<file path="src/rtl/apb2axi_pkg.sv">
// Shared types for the APB-to-AXI read path: descriptor layout and scheduler states.
// Latency: n/a (types and constants only).
// Backpressure: n/a.
package apb2axi_pkg;

   localparam int CMD_TAG_W  = 4;
   localparam int CMD_ADDR_W = 32;
   localparam int CMD_LEN_W  = 8;

   // One read descriptor as queued by the directory FIFOs.
   typedef struct packed {
      logic [CMD_LEN_W-1:0]  len;
      logic [CMD_ADDR_W-1:0] addr;
      logic [CMD_TAG_W-1:0]  tag;
   } directory_entry_t;

   localparam int CMD_ENTRY_W = $bits(directory_entry_t);

   typedef enum logic {
      IDLE  = 1'b0,
      OFFER = 1'b1
   } rd_sched_state_e;

endpackage

</file>
<file path="src/rtl/apb2axi_rr_arbiter.sv">
// Round-robin winner select over a request vector, starting after the last grant.
// Latency: combinational.
// Backpressure: none; grant is all-zero when no request is present.
// Optional: APB2AXI_RD_SCHED_PRIO_EN gives requester 0 absolute priority.
module apb2axi_rr_arbiter #(
   parameter  int NUM_REQ = 2,
   localparam int IDX_W   = $clog2(NUM_REQ)
) (
   input  logic [NUM_REQ-1:0] req,
   input  logic [IDX_W-1:0]   last_idx,
   output logic [NUM_REQ-1:0] gnt,
   output logic [IDX_W-1:0]   gnt_idx
);

   logic [IDX_W-1:0] pos;
   logic             found;

   // Scan once around the ring starting just after the previous winner.
   always_comb begin
      gnt     = '0;
      gnt_idx = '0;
      found   = 1'b0;
      pos     = '0;
      for (int i = 1; i <= NUM_REQ; i++) begin
         pos = IDX_W'((int'(last_idx) + i) % NUM_REQ);
         if (!found && req[pos]) begin
            found   = 1'b1;
            gnt_idx = pos;
         end
      end
`ifdef APB2AXI_RD_SCHED_PRIO_EN
      // Requester 0 overrides; with it idle the ring scan above already
      // rotates among the others since req[0] is low.
      if (req[0]) begin
         found   = 1'b1;
         gnt_idx = '0;
      end
`endif
      gnt[gnt_idx] = found;
   end

endmodule

</file>
<file path="src/rtl/apb2axi_rd_scheduler.sv">
// Picks one read descriptor from NUM_REQ FIFOs and offers it to the AR builder, limited by burst credit.
// Latency: 1 cycle from req_vld to rd_pop_vld; req_rdy pops the winner in the grant cycle.
// Backpressure: holds the offer until rd_pop_rdy; no new grant while offering or at MAX_OUTSTANDING.
// Optional: APB2AXI_RD_SCHED_PRIO_EN (fixed priority for requester 0, see arbiter).
module apb2axi_rd_scheduler
   import apb2axi_pkg::*;
#(
   parameter  int NUM_REQ         = 2,
   parameter  int FIFO_ENTRY_W    = CMD_ENTRY_W,
   parameter  int MAX_OUTSTANDING = 4,
   localparam int IDX_W           = $clog2(NUM_REQ),
   localparam int CNT_W           = $clog2(MAX_OUTSTANDING + 1)
) (
   input  logic                            aclk,
   input  logic                            areset,
   input  logic [NUM_REQ-1:0]              req_vld,
   input  logic [NUM_REQ*FIFO_ENTRY_W-1:0] req_data,
   output logic [NUM_REQ-1:0]              req_rdy,
   output logic                            rd_pop_vld,
   output logic [FIFO_ENTRY_W-1:0]         rd_pop_data,
   input  logic                            rd_pop_rdy,
   input  logic                            rlast_done,
   output logic [CNT_W-1:0]                outstanding_cnt,
   output logic [IDX_W-1:0]                grant_idx,
   output logic                            protocol_err
);

   rd_sched_state_e         state_q, state_d;
   logic [NUM_REQ-1:0]      arb_gnt;
   logic [IDX_W-1:0]        arb_idx;
   logic [FIFO_ENTRY_W-1:0] win_data;
   logic [CNT_W-1:0]        cnt_after_dec;
   logic                    issue;
   logic                    dec;
   logic                    grant;

   apb2axi_rr_arbiter #(.NUM_REQ(NUM_REQ)) u_arb (
      .req      (req_vld),
      .last_idx (grant_idx),
      .gnt      (arb_gnt),
      .gnt_idx  (arb_idx)
   );

   // A completing burst frees its credit in the same cycle a new grant is judged.
   assign issue         = (state_q == OFFER) && rd_pop_rdy;
   assign dec           = rlast_done && (outstanding_cnt != '0);
   assign cnt_after_dec = outstanding_cnt - CNT_W'(dec);
   assign grant         = (state_q == IDLE) && !areset && (|req_vld) &&
                          (cnt_after_dec < CNT_W'(MAX_OUTSTANDING));
   assign rd_pop_vld    = (state_q == OFFER);

   // Route the winning requester's descriptor to the capture register.
   always_comb begin
      win_data = '0;
      for (int i = 0; i < NUM_REQ; i++) begin
         if (arb_idx == IDX_W'(i)) begin
            win_data = req_data[i*FIFO_ENTRY_W +: FIFO_ENTRY_W];
         end
      end
   end

   // Next state and the single-cycle pop pulse to the winning FIFO.
   always_comb begin
      state_d = state_q;
      req_rdy = '0;
      case (state_q)
         IDLE: begin
            if (grant) begin
               state_d = OFFER;
               req_rdy = arb_gnt;
            end
         end
         OFFER: begin
            if (rd_pop_rdy) begin
               state_d = IDLE;
            end
         end
         default: state_d = IDLE;
      endcase
   end

   // State register.
   always_ff @(posedge aclk) begin
      if (areset) begin
         state_q <= IDLE;
      end else begin
         state_q <= state_d;
      end
   end

   // Capture the descriptor and remember the winner; reset drops any held offer.
   always_ff @(posedge aclk) begin
      if (areset) begin
         rd_pop_data <= '0;
         grant_idx   <= IDX_W'(NUM_REQ - 1);
      end else if (grant) begin
         rd_pop_data <= win_data;
         grant_idx   <= arb_idx;
      end
   end

   // Bursts in flight: +1 on accept, -1 on RLAST, unchanged when both coincide.
   always_ff @(posedge aclk) begin
      if (areset) begin
         outstanding_cnt <= '0;
      end else if (issue && !rlast_done) begin
         outstanding_cnt <= outstanding_cnt + CNT_W'(1);
      end else if (!issue && dec) begin
         outstanding_cnt <= outstanding_cnt - CNT_W'(1);
      end
   end

   // Sticky flag for an accept with nothing offered or an RLAST with nothing in flight.
   always_ff @(posedge aclk) begin
      if (areset) begin
         protocol_err <= 1'b0;
      end else if ((rd_pop_rdy && (state_q == IDLE)) ||
                   (rlast_done && !issue && (outstanding_cnt == '0))) begin
         protocol_err <= 1'b1;
      end
   end

endmodule

</file>
<file path="config.mk">
export PLATFORM = sky130hd
export DESIGN_NAME = apb2axi_rd_scheduler
export DESIGN_NICKNAME = d
export VERILOG_FILES = /design/src/rtl/apb2axi_pkg.sv /design/src/rtl/apb2axi_rr_arbiter.sv /design/src/rtl/apb2axi_rd_scheduler.sv
export SDC_FILE = /design/constraint.sdc
export NUM_CORES = 1
export LEC_CHECK = 0
export BUFFER_PORTS_ARGS = -buffer_cell sky130_fd_sc_hd__buf_2
export CORE_ASPECT_RATIO = 1.2
export CORE_MARGIN = 5
export CORE_UTILIZATION = 42
export DETAILED_ROUTE_END_ITERATION = 10
export GPL_TIMING_DRIVEN = 0
export PLACE_DENSITY = 0.77
export SLEW_MARGIN = 20
export SYNTH_ARGS = -nofsm -noshare
export SYNTH_HDL_FRONTEND = slang
export SYNTH_SLANG_ARGS = --single-unit
</file>
<file path="constraint.sdc">
create_clock -name aclk -period 2.03 [get_ports aclk]
set_input_delay 0.609 -clock aclk [delete_from_list [all_inputs] [get_ports aclk]]
set_output_delay 0.609 -clock aclk [all_outputs]
set_load 0.1 [all_outputs]
</file>
==> results.sh <==
export IMPL_status="finished, violations left"
export IMPL_violations="setup timing"
export IMPL_critical_path_class="in -> out"
export IMPL_drc=0
export IMPL_relSlewSlack=0.500
export IMPL_synth_fp_nets=392
export IMPL_syn_mean_instance_area_um2=10.0
export IMPL_busiest_layer="met2"
export IMPL_ctsHtreeMaxLevel=2
export IMPL_grt_pass1_wl_um=14500
export IMPL_syn2layout_area_growth_pct=39.0
export IMPL_routed_wl_um=9150
export IMPL_die_area_um2=8900
export IMPL_ys_types=33
export IMPL_ir_worst_vdd_uv=490
export IMPL_rrSetupSlack_ns=0.24
export IMPL_hpwl_um=6650
export IMPL_vias=3054
export IMPL_cts_root_buf="clkbuf_8"
export IMPL_setup_tns_ns=-0.303
export IMPL_rsz0062_at_grt="yes"
export IMPL_cts_tree="done"
export IMPL_min_path_type="reg -> reg"
export IMPL_total_power_mw=3.91
export IMPL_std_cell_rows=33
export IMPL_first_iter_violations=56
export IMPL_critPathRequiredTime_ns=1.42
export IMPL_clock_path_buffers=2
export IMPL_layout_nets=556
export IMPL_cts_made_buffers=5
export IMPL_fmax_mhz=450
export IMPL_finalHoldViolCount=0
export IMPL_avgViaCountPerCell=5.56
export IMPL_r2r_start="rd_pop_vld"
export IMPL_ioPinCount=146
export IMPL_drv_cap=0
export IMPL_antenna_found_initial=0
export IMPL_finalCritPeriodShare=1.10
export IMPL_clk_pin_slew_worst_paths_ns=0.10
export IMPL_setup_viol=2
export IMPL_crit_start="req_vld[1]"
export IMPL_max_stage_delay_ns=0.23
export IMPL_gr_usage_met2=0.352
export IMPL_die_h_um=102
export IMPL_path_cells="buf_6 -> or2_1 -> buf_6 -> clkbuf_16 -> o211ai_1 -> nor2_4 -> buf_12"
export IMPL_cts_hold_buf=0
export IMPL_p_per_area_nw_per_um2=943
export IMPL_skew_ns=0.00909
export IMPL_cpMaxStageDelayCell="or2_1"
export IMPL_use_met3=0.0387
export IMPL_drtAntennaViolNets=0
export IMPL_fin_ws_ns=-0.194
export IMPL_timing_hold_ws_ns=0.451
export IMPL_postSynthCellCount=297
export IMPL_worstPathArrival_ns=1.62
export IMPL_mappedNetlistArea_um2=2980
export IMPL_dr_pass1_iters=4
export IMPL_portBuffers=144
export IMPL_grt_met1_usage=0.247
export IMPL_clkLatencyLatePin_ns=0.30
export IMPL_synth_ff_latch_count=50
export IMPL_yosysTopAreaCell="dfxtp_1"
export IMPL_antenna_cells=0
export IMPL_seq_area_frac_synth=0.335
export IMPL_clock_sinks=50
export IMPL_drive_gt1_frac=0.515
export IMPL_start_util=0.433
export IMPL_core_region_area_um2=6900
export IMPL_crit_top_cell="buf_6"
export IMPL_wl_per_cell_um=16.7
export IMPL_grt_pass1_vias=3089
export IMPL_tightestPinTransition_ns=0.750
export IMPL_die_w_um=86.9
export IMPL_grt_overflow=0
export IMPL_yosysWarnings=0
export IMPL_placedInstanceArea_um2=3850
export IMPL_setup_worst_path_end_class="output pin"
export IMPL_gp_congestion=0.859
export IMPL_period_needed_ns=2.22
export IMPL_finalInstanceArea_um2=4150
export IMPL_cp_start_kind="primary input"
export IMPL_p_leak_nw=1.74
export IMPL_grt_start_max_net_pins=20
export IMPL_grt_usage=0.200
export IMPL_reg2reg_to="outstanding_cnt[2]"
export IMPL_r2r_cells=6
export IMPL_crit_end="req_rdy[0]"
export IMPL_synthTopCellsByArea="dfxtp_1 34%, a2111oi_2 20%, mux2i_1 15%"
export IMPL_critPathMaxFanout=4
export IMPL_maxSlewViolCount=0
export IMPL_synth_top_cell_area_share=0.335
[kinds of logic after synthesis]
kind of cell / after synthesis / synth area share
AND/OR/NAND/NOR: 59 / 0.107
buffers and inverters: 38 / 0.0742
AO/OA/AOI/OAI: 104 / 0.326
flip-flops: 50 / 0.335
adder cells (fa/ha/maj): 1 / 0.00671
multiplexers: 45 / 0.151
[worst max-delay path, delay by kind of cell]
kind                   cells  cell delay [ns]
AND/OR/NAND/NOR            2             0.29
AO/OA/AOI/OAI              1             0.18
buffers and inverters      4             0.53
[registers in the layout (all words and copies together) (netlist names)]
signal,cells
rd_pop_data,44
outstanding_cnt,3
grant_idx,1
protocol_err,1
rd_pop_vld,1
[area by class of cell]
type	count	area, um2
fill	613	2750
multi-input combinational	209	1780
inverter	4	15.0
buffer	32	230
timing repair buffer	159	886
clock buffer	5	68.8
clock inverter	3	45.0
tap	87	109
sequential	50	1010
[how the worst min path moves through the flow]
stage	depth (start not counted)	slack [ns]	start	endpoint
2_1_floorplan	2	0.65	rd_pop_vld	rd_pop_vld
3_3_place_gp	2	0.43	protocol_err	protocol_err
3_5_place_dp	2	0.44	protocol_err	protocol_err
4_1_cts	2	0.46	protocol_err	protocol_err
5_1_grt	2	0.49	protocol_err	protocol_err
6_report	2	0.45	protocol_err	protocol_err
[through the flow]
step / cells / worst slack (ns) / utilization
after floorplan: 297 / -0.324 / -
after global placement: 528 / -0.664 / 0.559
after detailed placement: 528 / -0.666 / 0.559
after CTS: 546 / -0.221 / 0.599
after global routing: 549 / -0.221 / 0.602
final: 549 / -0.194 / 0.602
[power by group]
group,leakage [nW],total [mW],switching [mW],internal (mW)
sequential,0.416,1.21,0.101,1.10
combinational,1.28,1.98,1.44,0.543
clock,0.0504,0.727,0.360,0.367
total,1.74,3.91,1.90,2.01
[routing by layer]
metal  share of wire  vias to the layer above
met5               0                        -
met3           0.065                        9
met4           0.011                        0
met2            0.50                      113
li1                -                     1492
met1            0.42                     1440
[repair_timing]
item                                    4_1_cts  5_1_grt
endpoints found under the hold margin         0        0
resized for setup                            19        3
buffers inserted                             11        4
endpoints found under the setup margin        2        3
pin swaps                                     5        3
[Yosys cell counts (all sizes together)]
cell      n
dfxtp    50
a21oi    49
mux2i    45
nor3     45
a2111oi  44
buf      19
clkbuf   15
inv       4
nor2      4
nand2b    3
a21boi    2
o211ai    2
a211oi    1
a221oi    1
a22o      1
and2      1
and3b     1
fa        1
nand2     1
nor3b     1
nor4b     1
o211a     1
o21a      1
o21ai     1
o32ai     1
or2       1
or3       1
[layout by cell type (no fill, tap or decap), types with 2 or more instances in the layout]
cell and instances:
dfxtp_1 45, dfxtp_2 2, buf_2 146, buf_8 2
buf_6 11, clkbuf_8 5, buf_4 15, clkinvlp_4 2
a2111oi_2 39, clkbuf_1 13, inv_1 3, buf_12 2
nor2_4 2, a2111oi_0 5, a21oi_1 49, o211ai_1 2
nor2_1 2, dfxtp_4 3, mux2i_1 45, nand2b_1 3
nor3_1 45
Note: power is estimated with default switching activity, not from simulation.
